## config.mk

```make
export PLATFORM = sky130hd
export DESIGN_NAME = fifo_reader
export DESIGN_NICKNAME = d
export VERILOG_FILES = /design/src/rtl/fifo_pkg.sv /design/src/rtl/fifo_rd_buf.sv /design/src/rtl/fifo_reader.sv
export SDC_FILE = /design/constraint.sdc
export NUM_CORES = 1
export LEC_CHECK = 0
export BUFFER_PORTS_ARGS = -buffer_cell sky130_fd_sc_hd__buf_4
export CORE_ASPECT_RATIO = 1.25
export CORE_UTILIZATION = 40
export DETAILED_ROUTE_END_ITERATION = 16
export SYNTH_ARGS = -nofsm -noshare
export SYNTH_HDL_FRONTEND = slang
export SYNTH_SLANG_ARGS = --single-unit
export TNS_END_PERCENT = 30
```

## constraint.sdc

```tcl
create_clock -name rd_clk -period 2.2 [get_ports rd_clk]
set_input_delay 0.44 -clock rd_clk [delete_from_list [all_inputs] [get_ports rd_clk]]
set_output_delay 0.44 -clock rd_clk [all_outputs]
set_load 0.03 [all_outputs]
```

## src/rtl/fifo_pkg.sv

```systemverilog
// fifo_pkg: constants shared by the async-FIFO read side and its reader.
package fifo_pkg;
    localparam int RD_LATENCY = 1;
    localparam int BUF_DEPTH  = 3;
    localparam int DATA_WIDTH = 8;

    function automatic logic [1:0] ptr_inc(input logic [1:0] p);
        return (p == 2'(BUF_DEPTH - 1)) ? 2'd0 : p + 2'd1;
    endfunction
endpackage

```

## src/rtl/fifo_rd_buf.sv

```systemverilog
// fifo_rd_buf: 3-entry in-order skid buffer holding words read from the FIFO.
module fifo_rd_buf
    import fifo_pkg::*;
#(
    parameter int WIDTH = DATA_WIDTH
) (
    input  logic             clk,
    input  logic             rst,
    input  logic             wr_en,
    input  logic [WIDTH-1:0] wr_data,
    input  logic             rd_en,
    output logic [WIDTH-1:0] rd_data,
    output logic [1:0]       occ
);
    logic [WIDTH-1:0] r_mem [BUF_DEPTH];
    logic [1:0]       r_wp;
    logic [1:0]       r_rp;
    logic [1:0]       r_occ;

    always_ff @(posedge clk or posedge rst) begin
        if (rst) begin
            r_wp  <= 2'd0;
            r_rp  <= 2'd0;
            r_occ <= 2'd0;
        end else begin
            if (wr_en) r_wp <= ptr_inc(r_wp);
            if (rd_en) r_rp <= ptr_inc(r_rp);
            r_occ <= r_occ + 2'(wr_en) - 2'(rd_en);
        end
    end

    // Storage needs no reset: occupancy alone decides what is valid.
    always_ff @(posedge clk) begin
        if (wr_en) r_mem[r_wp] <= wr_data;
    end

    assign rd_data = r_mem[r_rp];
    assign occ     = r_occ;
endmodule

```

## src/rtl/fifo_reader.sv

```systemverilog
// fifo_reader: drains an async FIFO read port into a valid/ready stream,
// requesting only when buffer space is guaranteed for every in-flight word.
module fifo_reader
    import fifo_pkg::*;
#(
    parameter int WIDTH = DATA_WIDTH,
    parameter int CNT_W = 16
) (
    input  logic             rd_clk,
    input  logic             rst,
    input  logic             fifo_empty,
    output logic             fifo_rd_req,
    input  logic [WIDTH-1:0] fifo_data,
    output logic             m_valid,
    input  logic             m_ready,
    output logic [WIDTH-1:0] m_data,
    output logic [CNT_W-1:0] word_count
);
    logic [RD_LATENCY-1:0] r_inflight;
    logic [CNT_W-1:0]      r_count;
    logic [1:0]            w_occ;
    logic                  w_pop;

    // Space is reserved for in-flight words, so m_ready never reaches the request.
    assign fifo_rd_req = !rst && !fifo_empty
                         && (int'(w_occ) + $countones(r_inflight) < BUF_DEPTH);
    assign m_valid     = !rst && (w_occ != 2'd0);
    assign w_pop       = m_valid && m_ready;
    assign word_count  = r_count;

    always_ff @(posedge rd_clk or posedge rst) begin
        if (rst) begin
            r_inflight <= '0;
            r_count    <= '0;
        end else begin
            r_inflight <= RD_LATENCY'({r_inflight, fifo_rd_req});
            if (w_pop) r_count <= r_count + CNT_W'(1);
        end
    end

    fifo_rd_buf #(.WIDTH(WIDTH)) u_buf (
        .clk     (rd_clk),
        .rst     (rst),
        .wr_en   (r_inflight[RD_LATENCY-1]),
        .wr_data (fifo_data),
        .rd_en   (w_pop),
        .rd_data (m_data),
        .occ     (w_occ)
    );
endmodule
```

After elaboration in Yosys (flattened, before gate mapping)
Memory sizes are Yosys's and may differ from the RTL's. Cells that the tools add are included. Widths: inputs -> output; s select.

Add/sub/neg operators: 6. Magnitude comparators: 1. Equal/unequal tests: 2. Mux-type cells: 4. Reductions and logical operators: 7.

Operators by type and width (count): $add 16x1->16 const B (1); $add 2x1->2 const B (2); $eq 2x2->1 const B (2); $logic_and 1x1->1 (4); $mux 2 (2); $add 2x1->3 (1); $lt 3x2->1 const B (1); $add 2x1->2 (1); $logic_not 1->1 (2); $mux 1 (2); $reduce_bool 2->1 (1); $sub 2x1->2 (1).

Bits in registers: 23. Bits in writable memories: 24. Input bits: 12. Output and inout bits: 26. Logic and storage cells: 26. Memories kept: 1.

Memories: u_buf.r_mem (depth 3, width 8, rd ports 1, clocked after memory_dff 0, write ports 1, line fifo_rd_buf.sv:15) `logic [WIDTH-1:0] r_mem [BUF_DEPTH];`.

Logic depth before layout (Yosys ltp)
Depth after elaboration: 4. Depth in mapped cells: 9. Gate-level depth less buffers: 9.

Hierarchy
Synthesis repeated with hierarchy kept, for this count alone.

Cell total of the unflattened synthesis: 138. Area total of the unflattened synthesis: 1964.4 µm².

By module, submodules not included: fifo_rd_buf (times used 1, cells an instance 75, area each 1172.4 µm², sequential area each 870.8 µm²); fifo_reader (times used 1, cells an instance 63, area each 792.0 µm², sequential area each 425.4 µm²).

Worst setup path after synthesis
Ideal clock, no wire load.

Path kind: reg2out. From: register r_inflight. To: output port fifo_rd_req. Data arrival time: 2535 ps. Required time: 1760 ps. Setup slack: -775 ps. Cell stages (with the launch flop): 4. Buffers on the path: 0. Path through: dfrtp_1 > ha_1 > ha_1 > a2111oi_0.

Longest elaborated chain between the ends: 3.

Ends and longest elaborated chain: start: declaration (line fifo_reader.sv:19) `logic [RD_LATENCY-1:0] r_inflight;`; start signal: assignment (line fifo_reader.sv:36) `r_inflight <= RD_LATENCY'({r_inflight, fifo_rd_req});`; $add 2x1->3 (line fifo_reader.sv:26) `&& (int'(w_occ) + $countones(r_inflight) < BUF_DEPTH);`; $lt 3x2->1 (line fifo_reader.sv:26); $logic_and 1x1->1 (line fifo_reader.sv:26); end: declaration (line fifo_reader.sv:12) `output logic fifo_rd_req,`.

Every way passes these cells.

Final worst setup path
From: register u_buf.r_occ[0] (netlist: u_buf.occ[0]). To: output port fifo_rd_req.

Longest elaborated chain between the ends: 3.

Ends and longest elaborated chain: start: declaration (line fifo_rd_buf.sv:18) `logic [1:0] r_occ;`; start signal: assignment (line fifo_rd_buf.sv:28) `r_occ <= r_occ + 2'(wr_en) - 2'(rd_en);`; $add 2x1->3 (line fifo_reader.sv:26); $lt 3x2->1 (line fifo_reader.sv:26); $logic_and 1x1->1 (line fifo_reader.sv:26).

Every way passes these cells.

==> results.md <==
* Yosys top cell by area: edfxtp_1
* Synth top area cells: edfxtp_1 (37%), dfrtp_1 (29%), xnor2_1 (6.2%), mux2i_1 (4.1%), nand2_1 (3.6%)
* CTS Root Cell: clkbuf_8
* CP bufs+invs at 1
* Share of power burned in combinational logic at 0.357
* Post-synth top area share at 0.365
* Achievable Freq at 0.469 GHz
* #FFs+latches synth at 47
* Tmin final at 2130 ps
* Clk slew on worst S/H paths at 90 ps
* Max_cap viols at 0
* Row count at 28
* DRC marker count from the first detailed-route iteration at 19
* Cell area after synthesis at 1970 µm²
* Status: completed
* CP arrival at 1690 ps
* Setup Crit Path Kind: register to primary output
* Overall Power at 2750 µW
* Sequential power share at 0.463
* Starting density of the core at 0.417
* Placed cells at 241
* Most used DFF post-synth: edfxtp_1
* Largest net degree at the start of global routing at 20
* Area delta synth->final at 25.8%
* Residual DRC at 0
* DIE HEIGHT at 80.5 µm
* Worst-case reg-to-reg path depth at 10
* Crit path required time at 1760 ps
* # diodes at 0
* Final net count at 208
* Period utilisation layout at 0.968
* Clk sinks at 47
* Fillers at 423
* Worst-margin pin slew at 572 ps
* Clock Skews at 6.71 ps
* Synthesized netlist cell count at 144
* Stages on worst setup path at 4
* Layout cells sized above 1 at 0.307
* Vias per Instance at 4.87
* EDFF count, synth at 24
* Internal power at 1730 µW
* Post-Route WL at 3350 µm
* CTS H-tree lvls at 2
* CTS tree: yes
* Cell class contributing the biggest share of worst-path delay: adder cells
* Yosys warning count at 0
* HP Class: input port to async pin
* Gpl congestion at 0.712
* Final worst hold slack at 159 ps
* Lkg Pwr at 0.00108 µW
* Die width at 64.8 µm
* Average cell area after synthesis at 13.7 µm²
* Longest Clk Path Bufs at 2
* Syn Nets at 161
* Overflow left after global routing at 0
* Element type at the critical path end: primary output
* Most frequent cells after synthesis: edfxtp_1 (24), dfrtp_1 (23), nand2_1 (19)
* Core Region at 4730 µm²
* Clock Latency Late Sink at 290 ps
* GRT Util Overall at 0.141
* Die ar. at 5220 µm²
* Most frequent cell after synthesis: edfxtp_1
* Critical Path Source Type: register
* Net Sw Frac at 0.371
* Yosys cell types at 26
* DRT Pass-1 Iters at 4
* Cells along the critical path: ha_2 -> ha_4 -> a2111oi_4 -> buf_4
* IO Count at 38
* Slew headroom at 0.619
* Via Count at 1228
* Antenna violations before repair at 0
* CP peak stage delay at 400 ps
* Max Transition Viols Final at 0
* Setup TNS at 0 ps
* Final hold violation count at 0
* Global-route wire length before repair at 5490 µm
* Final Instance Count excl. Fillers at 252
* Clk pwr share at 0.180
* Post-detail-place hpwl at 2430 µm
* Peak VDD IR at 0.418 mV
* Antenna viol nets, final at 0
* Power Dens Cells at 1110 nW/µm²
* Sequential fraction of the synthesis area at 0.657
* Final setup viols at 0
* Total CTS buffers at 5
* PortBufs at 37
* CP max FO at 2
* Vias in the first global route at 1217
* WL/cell at 13.3 µm
* Net Switching at 1020 µW
* CP max stage cell: dfrtp_1
* Async SR Flop Fraction at 0.489
## final timing paths
kind / end / slack [ps] / startpoint
setup / recovery: fifo_rd_req / 70 / u_buf.occ[0]
hold / removal: u_buf.r_wp[0] / 160 / rst
setup reg to reg: u_buf.occ[1] / 160 / u_buf.occ[0]
hold reg to reg: word_count[15] / 490 / word_count[15]
max in group asynchronous: word_count[12] / 1490 / rst
min in group rd_clk: r_inflight / 310 / fifo_empty
## through the flow
stage,setup WS [ps],util,area (µm²)
finish,69.9,0.525,2480
global route,-14.9,0.525,2480
CTS,23.9,0.520,2460
detailed placement,212,0.495,2340
global placement,249,0.495,2340
floorplan,53.9,-,1980
## repair_timing
action,in CTS,in global routing
pin swaps,1,1
hold buffers,0,0
setup buffers,2,1
setup endpoints to repair,1,1
resized for setup,1,2
## power groups by stage
stage	sequential, µW	combinational, µW	clock, µW
after floorplan	1290	586	0
after global placement	1290	899	0
after detailed placement	1300	910	0
after CTS	1270	964	517
after global routing	1300	1060	549
final	1270	980	495
## state kept, by name, indices dropped and copies added (netlist names)
register,cells
u_buf.occ,2
u_buf.r_mem,24
u_buf.r_wp,2
word_count,16
r_inflight,1
u_buf.r_rp,2
## kinds of logic after synthesis
| group | after synthesis | share of synthesized area |
|---|---|---|
| compound gates | 13 | 0.0457 |
| flops | 47 | 0.657 |
| xor+xnor | 17 | 0.0755 |
| simple gates | 43 | 0.128 |
| buf+inv | 11 | 0.0216 |
| mux | 8 | 0.0406 |
| fa+ha+maj | 5 | 0.0317 |
## cells in the final DEF, fill, tap and decap left out
master	n
a2111oi_4	1
a21o_1	3
and3_1	3
and4_1	2
buf_4	43
clkbuf_1	1
clkbuf_8	5
clkinv_4	2
dfrtp_1	23
edfxtp_1	24
ha_1	3
ha_2	1
ha_4	1
inv_1	7
inv_2	1
mux2i_1	8
nand2_1	19
nand2_2	1
nand2b_1	1
nand3_1	4
nand3_4	1
nand3b_1	1
nand4_1	4
nor2_1	4
nor3_1	1
nor4_4	2
o21ai_0	8
o21bai_4	1
xnor2_1	14
xor2_1	3
## worst register-to-register path, stage by stage, from the launching register on
cell,delay [ps]
dfrtp_1,400
buf_4,150
o21bai_4,200
inv_1,110
nand2_2,140
inv_1,120
ha_1,300
inv_1,40
ha_1,180
xnor2_1,170
xnor2_1,140
## routing by layer
layer / vias up / track usage / share of wire
met3: 4 / 0.0398 / 0.041
met2: 26 / 0.253 / 0.55
met5: - / 0 / 0
li1: 601 / - / -
met4: 0 / 0.0489 / 0.0093
met1: 597 / 0.156 / 0.40
## layout make-up
type	instances	area, µm²	share of cell area
repair buffers	43	323	0.130
well taps	60	75.1	0.0302
clock buffers	6	72.6	0.0292
multi-input cells	86	668	0.269
clock inverters	2	17.5	0.00706
inverters	8	30.0	0.0121
flip-flops and latches	47	1300	0.522
Power figures use the tool's default switching activity.
